===== src/rtl/dds_pkg.sv =====
// dds_pkg: shared voice-scheduler constants and FSM state encoding
package dds_pkg;
   localparam int NUM_VOICES = 4;
   localparam int SEL_W = 2;
   typedef enum logic [1:0] {IDLE, ISSUE, DRAIN, DONE} state_t;
endpackage


===== src/rtl/voice_scheduler_mix_accum.sv =====
// mix_accum: signed clear/add/hold accumulator, two guard bits above the sample width
module mix_accum #(
   parameter int W_IN = 12
) (
   input  logic                   clk,
   input  logic                   rst,
   input  logic                   clr_i,
   input  logic                   add_i,
   input  logic signed [W_IN-1:0] din_i,
   output logic signed [W_IN+1:0] nxt_o
);
   logic signed [W_IN+1:0] acc_q;
   logic signed [W_IN+1:0] ext;
   assign ext = {{2{din_i[W_IN-1]}}, din_i};
   // next value: clear wins, otherwise add the sample or hold
   always_comb nxt_o = clr_i ? '0 : acc_q + (add_i ? ext : '0);
   // accumulator register
   always_ff @(posedge clk or posedge rst)
      if (rst) acc_q <= '0;
      else acc_q <= nxt_o;
endmodule


===== src/rtl/voice_scheduler.sv =====
// voice_scheduler: time-multiplexes four voices through one wave LUT and mixes them per sample tick
module voice_scheduler
   import dds_pkg::*;
#(
   parameter int M = 12
) (
   input  logic                  clk,
   input  logic                  rst,
   input  logic                  sample_tick,
   input  logic [NUM_VOICES-1:0] voice_en,
   input  logic                  clr_overrun,
   input  logic signed [M-1:0]   wave_in,
   output logic [SEL_W-1:0]      sel,
   output logic                  lut_req,
   output logic signed [M+1:0]   mix_out,
   output logic                  mix_valid,
   output logic                  busy,
   output logic                  overrun
);
   state_t                state_q;
   logic [SEL_W-1:0]      slot_q;
   logic [NUM_VOICES-1:0] en_q;
   logic                  prev_req_q;
   logic                  overrun_q;
   logic                  mix_valid_q;
   logic signed [M+1:0]   mix_out_q;
   logic signed [M+1:0]   acc_nxt;
   logic                  start;
   assign start     = sample_tick && state_q == IDLE;
   assign sel       = state_q == ISSUE ? slot_q : '0;
   assign lut_req   = state_q == ISSUE && en_q[slot_q];
   assign busy      = state_q != IDLE;
   assign overrun   = overrun_q;
   assign mix_out   = mix_out_q;
   assign mix_valid = mix_valid_q;
   // wave_in lags sel by one cycle, so the previous slot's request gates the add
   mix_accum #(.W_IN(M)) u_accum (
      .clk   (clk),
      .rst   (rst),
      .clr_i (start),
      .add_i (prev_req_q),
      .din_i (wave_in),
      .nxt_o (acc_nxt)
   );
   // frame sequencer, enable latch, overrun flag and registered mix result
   always_ff @(posedge clk or posedge rst)
      if (rst) begin
         state_q     <= IDLE;
         slot_q      <= '0;
         en_q        <= '0;
         prev_req_q  <= 1'b0;
         overrun_q   <= 1'b0;
         mix_valid_q <= 1'b0;
         mix_out_q   <= '0;
      end else begin
         prev_req_q  <= lut_req;
         mix_valid_q <= state_q == DRAIN;
         overrun_q   <= (sample_tick && state_q != IDLE) || (overrun_q && !clr_overrun);
         if (state_q == DRAIN) mix_out_q <= acc_nxt;
         case (state_q)
            IDLE:
               if (sample_tick) begin
                  en_q    <= voice_en;
                  slot_q  <= '0;
                  state_q <= ISSUE;
               end
            ISSUE: begin
               slot_q <= slot_q + 1'b1;
               if (slot_q == SEL_W'(NUM_VOICES - 1)) state_q <= DRAIN;
            end
            DRAIN:   state_q <= DONE;
            default: state_q <= IDLE;
         endcase
      end
endmodule


===== config.mk =====
export PLATFORM = sky130hd
export DESIGN_NAME = voice_scheduler
export DESIGN_NICKNAME = d
export VERILOG_FILES = /design/src/rtl/dds_pkg.sv /design/src/rtl/voice_scheduler_mix_accum.sv /design/src/rtl/voice_scheduler.sv
export SDC_FILE = /design/constraint.sdc
export NUM_CORES = 1
export LEC_CHECK = 0
export CORE_MARGIN = 3
export CORE_UTILIZATION = 53
export CTS_CLUSTER_SIZE = 10
export DETAILED_ROUTE_END_ITERATION = 8
export DONT_BUFFER_PORTS = 1
export PLACE_DENSITY = 0.78
export SLEW_MARGIN = 25
export SYNTH_ARGS = -nofsm -noshare
export SYNTH_HDL_FRONTEND = slang
export SYNTH_SLANG_ARGS = --single-unit

===== constraint.sdc =====
create_clock -name clk -period 2.9 [get_ports clk]
set_input_delay 0.58 -clock clk [delete_from_list [all_inputs] [get_ports clk]]
set_output_delay 0.58 -clock clk [all_outputs]
set_load 0.02 [all_outputs]

[Yosys cells after proc, flatten, opt, wreduce, memory -nomap -nowiden]
Index checks and enable logic that the tools add are counted.
Word-level totals
  logic and storage cells: 38
  output and inout bits: 20
  input port bits: 20
  flip-flop bits (word level): 39
Cells by class
  multiplexer cells: 10
  equality and inequality tests: 5
  $add $sub $neg: 2
  reductions and logical operators: 12
  order comparisons: 1
Operators by type and width (number)
  $mux 14: 2
  $add 14x14->14: 1
  $mux 2: 4
  $pmux 2 s3: 1
  $reduce_and 2->1: 3
  $eq 2x2->1 const B: 2
  $logic_and 1x1->1: 4
  $pmux 2 s2: 1
  $reduce_bool 2->1: 2
  $lt 2x3->1 const B: 1
  $add 2x1->2 const B: 1
  $bmux 1 s2: 1
  $eq 2x1->1 const B: 1
  $logic_not 2->1: 1
  $ne 2x1->1 const B: 1
  $ne 2x2->1 const B: 1
  $logic_not 1->1: 1
  $logic_or 1x1->1: 1
  $mux 1: 1

[Logic depth before layout (Yosys ltp)]
Gate-level depths: netlist of run 1.
  depth in word-level cells: 3
  gate-level depth with buffers: 11
  depth with buffers taken out: 10

[By module]
From an unflattened synthesis of run 1, not the netlist that was laid out.
Second synthesis, totals
  cells, all modules: 207
  area, all modules: 2293.4 um^2
By module, submodules not included
  mix_accum: area each 1184.9 um^2, cells an instance 129, seq. area each 350.3 um^2, times used 1
  voice_scheduler: area each 1108.6 um^2, cells an instance 78, seq. area each 625.6 um^2, times used 1

[Worst setup path before layout of run 1]
OpenSTA, ideal clock, no wires.
  path type: input-to-reg
  start point: input port wave_in[0]
  end point: register mix_out_q[8] (netlist: mix_out[8])
  setup time: 103 ps
  arrival: 2240 ps
  slack: 556 ps
  path buffers: 0
  required time: 2797 ps
  stages on the path: 10
  cell sequence: and2_1 ha_1 inv_1 fa_1 nor2b_4 o211a_4 o21ai_2 a21o_1 and3_4 o41ai_2
On the way
  word-level cells in the longest chain between the ends: 3
Ends and longest elaborated chain
  from (decl): line voice_scheduler.sv:12  | input logic signed [M-1:0] wave_in,
  $mux 14: line voice_scheduler_mix_accum.sv:16  | always_comb nxt_o = clr_i ? '0 : acc_q + (add_i ? ext : '0);
  $add 14x14->14: line voice_scheduler_mix_accum.sv:16
  $mux 14: line voice_scheduler_mix_accum.sv:16
  to (signal assigned): line voice_scheduler.sv:59  | if (state_q == DRAIN) mix_out_q <= acc_nxt;
  to (decl): line voice_scheduler.sv:26  | logic signed [M+1:0] mix_out_q;
Every way passes these cells.
A chain may end at the register's enable or synchronous reset.

[Final worst setup path of run 1]
  start point: register prev_req_q
  end point: register mix_out_q[8] (netlist: mix_out[8])
On the way
  word-level cells in the longest chain between the ends: 3
Ends and longest elaborated chain
  from (decl): line voice_scheduler.sv:23  | logic prev_req_q;
  from (signal assigned): line voice_scheduler.sv:56  | prev_req_q <= lut_req;
  $mux 14: line voice_scheduler_mix_accum.sv:16
  $add 14x14->14: line voice_scheduler_mix_accum.sv:16
  $mux 14: line voice_scheduler_mix_accum.sv:16
Every way passes these cells.

==> impl_metrics.yaml, run 1 <==
floorplanning:
  dieHeight_um: 70.68
  core_region_area_mm2: 0.003854
  die_w_um: 70.68
  die_area_mm2: 0.004996
  start_util: 0.5753
  rows: 22
  ioPinCount: 40
route:
  wire_per_inst_um: 16.17
  ant_nets: 0
  vias: 1505
  routed_wl_mm: 4.300
  drcViolationCount: 0
  first_pass_iters: 5
  via_per_inst: 5.658
  drt_iter0_drc: 73
synth:
  synth-seq-cells: 39
  synth_nets: 252
  synth-async-reset-ratio: 1.000
  synth_area_mm2: 0.002217
  syn_inst: 214
  synth-edff-count: 0
  yosysUniqueCellTypes: 48
  synth.avg_cell_area_um2: 10.36
  synth_seq_area_share: 0.4402
  ys.flop_type: "dfrtp_1"
  yosysWarnings: 0
timing:
  skew_ps: 6.701
  report.final.setup_viol: 0
  period_needed_ps: 2500
  relSlewSlack: 0.5120
  fin_crit_sh: 0.8622
  fmax_mhz: 399.9
  rsz0062_at_grt: "false"
  slew_violations: 0
  setup-tns-final_ps: 0
  hold_viol: 0
  worst_pin_slew_ps: 732.0
cts:
  root_buffer: "clkbuf_8"
  numClockSinks: 39
  cts.clk_slew.worst_paths_ps: 80
  post-cts-setup-buffers: 0
  numCtsBuffers: 5
  cts_resized: 0
  cts_tree: "built"
  holdBufCountCts: 0
  insertion_delay_ps: 290
  h-tree-depth: 2
  clockBufferDepth: 2
worst_setup_path:
  worstPathRequired_ps: 3100
  crit_path_start_kind: "flop"
  criticalPathCategory: "flop to flop"
  arrival_ps: 2700
  crit_fanout: 12
  end_kind: "flop"
  reg2reg_slack_ps: 400
outcome:
  status: "finished, final reports clean"
power_and_ir_drop:
  p_per_area_mw_per_mm2: 984.0
  ir_drop_v: 0.0007330
  power_leakage_nw: 1.126
layout:
  area_delta_synth_final_pct: 6.151
  seqCellArea_um2: 975.9
  multi_input_area_mm2: 0.001157
  diodes: 0
  layout-drive-gt1-share: 0.1468
  fin_nets: 255
  final_cells: 266
  finish.utilization: 0.6107
  num-fill-cells: 334
global_route:
  grtUsageTotal: 0.1834
  grt_pass1_vias: 1530
  grt_pass1_wl_mm: 7.279
  overflow: 0
  antenna_found_initial: 0
  grt_max_degree: 40
placement:
  gp_congestion: 0.8510
  hpwl_mm: 3.153
  place_inst: 258
  portBuffers: 0
job:
  cap_violations: 0
hold_path:
  min_path_type: "input port to asynchronous set/reset pin"
## placed cells by master, fill, tap and decap left out, types with 2 or more instances in the layout
cell	count
dfrtp_1	39
nand2_1	24
and2_1	17
inv_1	17
ha_1	17
nor2_1	11
a21oi_1	9
o21ai_0	6
mux2_2	6
xnor2_1	5
clkbuf_8	5
nor3_1	4
o2bb2ai_1	4
a21o_1	4
o21a_1	3
nand3_1	3
nor2b_1	3
xor2_1	3
a21oi_2	2
nor2_2	2
o21ai_1	2
o32ai_2	2
o21ai_2	2
and3_4	2
clkinvlp_4	2
## critical path, cell delays in order, from the launching register on
cell     delay (ps)
dfrtp_1         550
and2_1          190
ha_1            170
inv_1            60
fa_1            410
nor2b_4         160
o211a_4         170
o21ai_2          60
a21o_1          190
and3_4          180
o41ai_2         260
## synthesized netlist by cell type (2+ instances only)
| library cell | instances | area, um2 |
|---|---|---|
| dfrtp_1 | 39 | 975.9 |
| nand2_1 | 24 | 90.09 |
| and2_1 | 17 | 106.4 |
| ha_1 | 17 | 212.7 |
| inv_1 | 17 | 63.81 |
| nor2_1 | 11 | 41.29 |
| a21oi_1 | 9 | 45.04 |
| mux2_2 | 6 | 67.56 |
| o21ai_0 | 6 | 30.03 |
| xnor2_1 | 5 | 43.79 |
| a21o_1 | 4 | 30.03 |
| nor3_1 | 4 | 20.02 |
| o2bb2ai_1 | 4 | 35.03 |
| clkbuf_1 | 3 | 11.26 |
| nand3_1 | 3 | 15.01 |
| nor2b_1 | 3 | 18.77 |
| o21a_1 | 3 | 22.52 |
| xor2_1 | 3 | 26.28 |
| a21oi_2 | 2 | 17.52 |
| and3_4 | 2 | 22.52 |
| nor2_2 | 2 | 12.51 |
| o21ai_1 | 2 | 10.01 |
| o21ai_2 | 2 | 17.52 |
| o32ai_2 | 2 | 32.53 |
## state kept, by name (all words and copies together), names as in the netlist
name and count:
u_accum.acc_q 14, en_q 4, state_q 2, mix_valid 1, prev_req_q 1, overrun 1
slot_q 2, mix_out 14
## per-layer routing
metal	vias to the layer above	wire length, um	track usage	part of all wire
li1	747	-	-	-
met1	710	2053	0.2532	0.48
met2	44	1974	0.2822	0.46
met3	4	235	0.05114	0.055
met4	0	36	0.05637	0.0084
met5	-	0	0	0
## area by class of cell
class,count,area share
Sequential cell,39,0.4147
Clock inverter,3,0.008506
Clock buffer,5,0.02924
Tap cell,48,0.02552
Inverter,17,0.02711
Timing Repair Buffer,1,0.003190
Multi-Input combinational cell,153,0.4918
## cell families after synthesis
kind of cell	Yosys count	synth area share
mux	8	0.04514
fa+ha+maj	18	0.1050
xor+xnor	8	0.03160
compound gates	46	0.1665
buf+inv	22	0.03781
flops	39	0.4402
simple gates	73	0.1738
## per-stage QoR
step | setup slack (ps) | total power [mW] | area, um2 | hold slack [ps]
floorplan | 556.3 | 1.758 | 2217 | 440.3
global placement | 488.3 | 1.934 | 2265 | 453.6
detailed placement | 416.1 | 1.960 | 2265 | 458.7
CTS | 376.9 | 2.334 | 2354 | 297.8
global route | 233.5 | 2.496 | 2354 | 343.0
finish | 399.6 | 2.316 | 2354 | 284.9
## power breakdown
| part | switching, mW | internal (mW) |
|---|---|---|
| Clock | 0.198 | 0.167 |
| Sequential | 0.218 | 0.749 |
| Combinational | 0.565 | 0.419 |
| Total | 0.981 | 1.33 |
## final timing paths
path | from | end | cells after the start
min in group clk | voice_en[3] | en_q[3] | 2
setup / recovery | prev_req_q | mix_out[8] | 10
setup reg to reg | prev_req_q | mix_out[8] | 10
max in group asynchronous | rst | mix_out[11] | 2
hold reg to reg | en_q[2] | en_q[2] | 2
hold / removal | rst | mix_out[8] | 2
Power figures use the tool's default switching activity.
==> run 2: changes to the inputs <==
ABC_AREA = 1   (was unset)
CORE_UTILIZATION = 63   (was 53)
PLACE_DENSITY = 0.89   (was 0.78)
==> run 2 against run 1 <==
Against the previous run: first-iteration DRC count rose by 48%; worst hold slack got worse by 97 ps; critical path depth increased by 3; combinational power up 12%; core utilization up 12 points; sequential share of layout area is 3.3 points lower; sequential power is 2.2% higher; clock-buffer cell count increased by 1; wire length grew 17%; clock power up 28%; non-clock buffer count rose by 2; total power rose by 10%; critical path type unchanged; critical endpoint is now u_accum.acc_q[12]; largest power group unchanged.
==> impl_metrics.yaml, run 2 <==
outcome:
  status: "finished, final reports clean"
route:
  drt_iter0_drc: 108
  routed_wl_mm: 5.042
  wire_per_inst_um: 13.13
  first_pass_iters: 4
  vias: 2054
  ant_nets: 0
  drcViolationCount: 0
  via_per_inst: 5.349
cts:
  cts_resized: 0
  numClockSinks: 39
  clockBufferDepth: 2
  post-cts-setup-buffers: 0
  cts.clk_slew.worst_paths_ps: 80
  numCtsBuffers: 5
  root_buffer: "clkbuf_8"
  insertion_delay_ps: 290
  h-tree-depth: 2
  cts_tree: "built"
  holdBufCountCts: 0
synth:
  synth-seq-cells: 39
  synth_nets: 370
  ys.flop_type: "dfrtp_1"
  synthTopCellsByCount: "nand2_1, inv_1, dfrtp_1, nor2_1, ha_1"
  synth_top_area_share: 0.4084
  yosysWarnings: 0
  synth-edff-count: 0
  synth.most_common_cell: "nand2_1"
  synth_area_mm2: 0.002390
  yosysUniqueCellTypes: 26
  synthTopCellsByArea: "dfrtp_1, nand2_1, inv_1, ha_1, nor2_1"
  synth_seq_area_share: 0.4084
  yosys.area.top_type: "dfrtp_1"
  synth-async-reset-ratio: 1.000
  synth.avg_cell_area_um2: 7.198
  syn_inst: 332
power_and_ir_drop:
  power_leakage_nw: 1.576
  ir_drop_v: 0.0006698
  p_per_area_mw_per_mm2: 997.1
worst_setup_path:
  r2r_start: "prev_req_q"
  path_cells: "nand2_1, inv_1, ha_1, inv_1, fa_1, inv_1, nand3_1, nand3_1, nand3_1, nand3_1, nand2_1, nand2_1, nor2_1"
  slowest_stage: "dfrtp_1"
  criticalPathCategory: "flop to flop"
  rr_worst_depth: 13
  crit_path_start_kind: "flop"
  crit_fanout: 12
  critPathMaxStageDelay_ps: 620
  cp_num_buf_inv: 3
  reg2reg_to: "u_accum.acc_q[12]"
  worstPathRequired_ps: 3060
  reg2reg_slack_ps: 650
  cp_common_cell: "nand3_1"
  end_kind: "flop"
  cp_top_family: "simple AND/OR/NAND/NOR gates"
  cp-startpoint: "prev_req_q"
  arrival_ps: 2410
timing:
  relSlewSlack: 0.6312
  worst_pin_slew_ps: 552.6
  slew_violations: 0
  period_needed_ps: 2248
  skew_ps: 4.498
  rsz0062_at_grt: "false"
  setup-tns-final_ps: 0
  fin_crit_sh: 0.7750
  fmax_mhz: 444.9
  hold_viol: 0
  report.final.setup_viol: 0
job:
  cap_violations: 0
placement:
  post_dp_cell_area_mm2: 0.002442
  gp_congestion: 0.9318
  portBuffers: 0
  hpwl_mm: 3.851
  place_inst: 376
layout:
  finish.utilization: 0.7325
  diodes: 0
  final_common_cell: "nand2_1"
  finalInstanceArea_mm2: 0.002560
  fin_nets: 375
  layout_common_cells: "nand2_1, inv_1, dfrtp_1, nor2_1, ha_1"
  area_delta_synth_final_pct: 7.121
  layout-drive-gt1-share: 0.07396
  final_cells: 384
floorplanning:
  die_w_um: 67.59
  start_util: 0.6839
  die_area_mm2: 0.004568
  dieHeight_um: 67.59
  ioPinCount: 40
  rows: 21
  core_region_area_mm2: 0.003495
global_route:
  grt_max_degree: 28
  overflow: 0
  antenna_found_initial: 0
  grt_pass1_wl_mm: 8.314
  grtUsageTotal: 0.2440
  grt_pass1_vias: 1938
hold_path:
  min_path_type: "input port to asynchronous set/reset pin"
-- run 2: report_power, final --
| group | switching (mW) | leakage (nW) | internal, mW |
|---|---|---|---|
| logic | 0.730 | 1.01 | 0.366 |
| registers | 0.227 | 0.501 | 0.760 |
| clock network | 0.191 | 0.0612 | 0.278 |
| total | 1.15 | 1.58 | 1.40 |
-- run 2: worst reg2reg max path, delay by kind of cell, from the launching register on --
kind / cells / cell delay (ps)
adder cells (fa/ha/maj): 2 / 500
buffers and inverters: 3 / 270
flip-flops: 1 / 620
AND/OR/NAND/NOR: 8 / 720
-- run 2: routing by layer --
| layer | share of wire | track usage | vias up |
|---|---|---|---|
| li1 | - | - | 1023 |
| met1 | 0.43 | 0.2915 | 955 |
| met2 | 0.49 | 0.4277 | 64 |
| met3 | 0.068 | 0.05491 | 12 |
| met4 | 0.020 | 0.08608 | 0 |
| met5 | 0 | 0 | - |
-- run 2: worst max-delay path by stage --
stage | to | slack, ps | cells after the start
2_1_floorplan | mix_out[12] | 870 | 14
3_3_place_gp | u_accum.acc_q[12] | 780 | 13
3_5_place_dp | u_accum.acc_q[12] | 680 | 13
4_1_cts | u_accum.acc_q[12] | 630 | 13
5_1_grt | mix_out[12] | 390 | 13
6_report | u_accum.acc_q[12] | 650 | 13
-- run 2: area by class of cell --
cell class | instances | area [um2]
Inverter | 63 | 236.5
Clock inverter | 2 | 35.03
Timing Repair Buffer | 3 | 22.52
Multi-Input combinational cell | 225 | 1150
Sequential cell | 39 | 975.9
Tap cell | 46 | 57.56
Fill cell | 281 | 934.6
Clock buffer | 6 | 82.58
-- run 2: stage by stage --
step                hold WS [ps]  power, mW  worst slack, ps
floorplan                  443.6      1.820            866.6
global placement           455.8      2.011            784.3
detailed placement         462.3      2.077            677.8
CTS                        202.9      2.562            634.2
global route               232.1      2.760            388.0
finish                     188.3      2.553            652.5
-- run 2: cells by family (layout without fill, tap and decap cells) --
kind of cell,Yosys count,count (layout),synth area share
simple gates,181,181,0.3194
xor+xnor,2,2,0.007331
buf+inv,68,74,0.1105
fa+ha+maj,18,18,0.09738
flops,39,39,0.4084
compound gates,24,24,0.05707
==> run 3: changes to the inputs <==
clock period = 2.19 ns   (was 2.9 ns; I/O delays follow)
==> run 3 against run 2 <==
Against the previous run: fmax up 13%; largest cell class unchanged; clock-buffer cell count grew 1; largest power group unchanged; non-clock buffer count rose by 2.
==> impl_metrics.yaml, run 3 (synthesized netlist as in run 2, its figures left out) <==
cts:
  cts_resized: 0
  post-cts-setup-buffers: 0
  insertion_delay_ps: 290
  clockBufferDepth: 2
  numCtsBuffers: 5
  cts_tree: "built"
  holdBufCountCts: 0
  root_buffer: "clkbuf_8"
  cts.clk_slew.worst_paths_ps: 80
  h-tree-depth: 2
  numClockSinks: 39
layout:
  final_common_cell: "nand2_1"
  finish.utilization: 0.7265
  diodes: 0
  fin_nets: 377
  multi_input_area_mm2: 0.001150
  num-fill-cells: 277
  layout-drive-gt1-share: 0.07353
  finalInstanceArea_mm2: 0.002539
  layout_common_cells: "nand2_1, inv_1, dfrtp_1, nor2_1, ha_1"
  seqCellArea_um2: 975.9
  area_delta_synth_final_pct: 6.230
placement:
  hpwl_mm: 3.866
  gp_congestion: 0.9325
  post_dp_cell_area_mm2: 0.002457
  portBuffers: 0
timing:
  fmax_mhz: 501.5
  slew_violations: 0
  hold_slack_ps: 143.0
  fin_crit_sh: 0.9105
  rsz0062_at_grt: "false"
  skew_ps: 8.061
  relSlewSlack: 0.6156
  report.final.setup_viol: 0
  worst_pin_slew_ps: 575.9
  hold_viol: 0
  period_needed_ps: 1994
  setup-tns-final_ps: 0
hold_path:
  min_path_type: "input port to asynchronous set/reset pin"
power_and_ir_drop:
  ir_drop_v: 0.0007080
  p_per_area_mw_per_mm2: 1289
  power_leakage_nw: 1.568
route:
  via_per_inst: 5.342
  wire_per_inst_um: 13.79
  first_pass_iters: 4
  drt_iter0_drc: 155
  drcViolationCount: 0
  vias: 2062
  routed_wl_mm: 5.322
  ant_nets: 0
global_route:
  grt_pass1_vias: 2082
  overflow: 0
  grt_pass1_wl_mm: 8.997
  grt_max_degree: 40
  grtUsageTotal: 0.2614
  antenna_found_initial: 0
floorplanning:
  start_util: 0.6839
  core_region_area_mm2: 0.003495
  die_area_mm2: 0.004568
  dieHeight_um: 67.59
  ioPinCount: 40
  rows: 21
  die_w_um: 67.59
worst_setup_path:
  arrival_ps: 2170
  critPathMaxStageDelay_ps: 410
  path_cells: "buf_4, nand2_1, fa_1, inv_1, nand3_1, nand3_1, nand3_1, nand3_1, nand2_1, nand4_1, nand2_1"
  worstPathRequired_ps: 2370
  cp_common_cell: "nand3_1"
  slowest_stage: "fa_1"
  end_kind: "flop"
  crit_path_start_kind: "flop"
  criticalPathCategory: "flop to flop"
  crit_fanout: 11
job:
  cap_violations: 0
outcome:
  status: "finished, final reports clean"
run 3: per-layer routing:
| metal | vias to the layer above | global-route usage | routed length (um) |
|---|---|---|---|
| li1 | 1024 | - | - |
| met1 | 969 | 0.3096 | 2148 |
| met2 | 60 | 0.4520 | 2717 |
| met3 | 9 | 0.07155 | 384 |
| met4 | 0 | 0.09114 | 72 |
| met5 | - | 0 | 0 |
run 3: cell type report:
class	count	area share
Sequential cell	39	0.3844
Inverter	63	0.09315
Clock buffer	7	0.03006
Timing Repair Buffer	5	0.01479
Multi-Input combinational cell	225	0.4529
Clock inverter	1	0.001971
Tap cell	46	0.02267
run 3: final timing paths:
| path | start | endpoint | slack [ps] | cells after the start |
|---|---|---|---|---|
| hold / removal | rst | u_accum.acc_q[9] | 140 | 2 |
| max in group asynchronous | rst | u_accum.acc_q[0] | 1700 | 2 |
| min in group clk | clr_overrun | overrun | 240 | 1 |
| setup reg to reg | prev_req_q | mix_out[12] | 200 | 11 |
| hold reg to reg | en_q[2] | en_q[2] | 490 | 2 |
| setup / recovery | prev_req_q | mix_out[12] | 200 | 11 |
run 3: per-stage QoR:
stage	total power [mW]	worst slack, ps	std cells
6_report	3.272	196.1	386
5_1_grt	3.556	16.59	386
4_1_cts	3.262	200.9	386
3_5_place_dp	2.780	181.7	378
3_3_place_gp	2.693	283.8	378
2_1_floorplan	2.410	156.6	332
run 3: critical path: cells and delay by family (launching register included):
| kind | cells | cell delay [ps] |
|---|---|---|
| flip-flops | 1 | 360 |
| AND/OR/NAND/NOR | 8 | 780 |
| buffers and inverters | 2 | 350 |
| adder cells (fa/ha/maj) | 1 | 410 |
run 3: report_power, final:
part	total [mW]	internal, mW	switching [mW]
Sequential	1.28	1.01	0.276
Combinational	1.52	0.503	1.02
Clock	0.468	0.224	0.245
Total	3.27	1.73	1.54
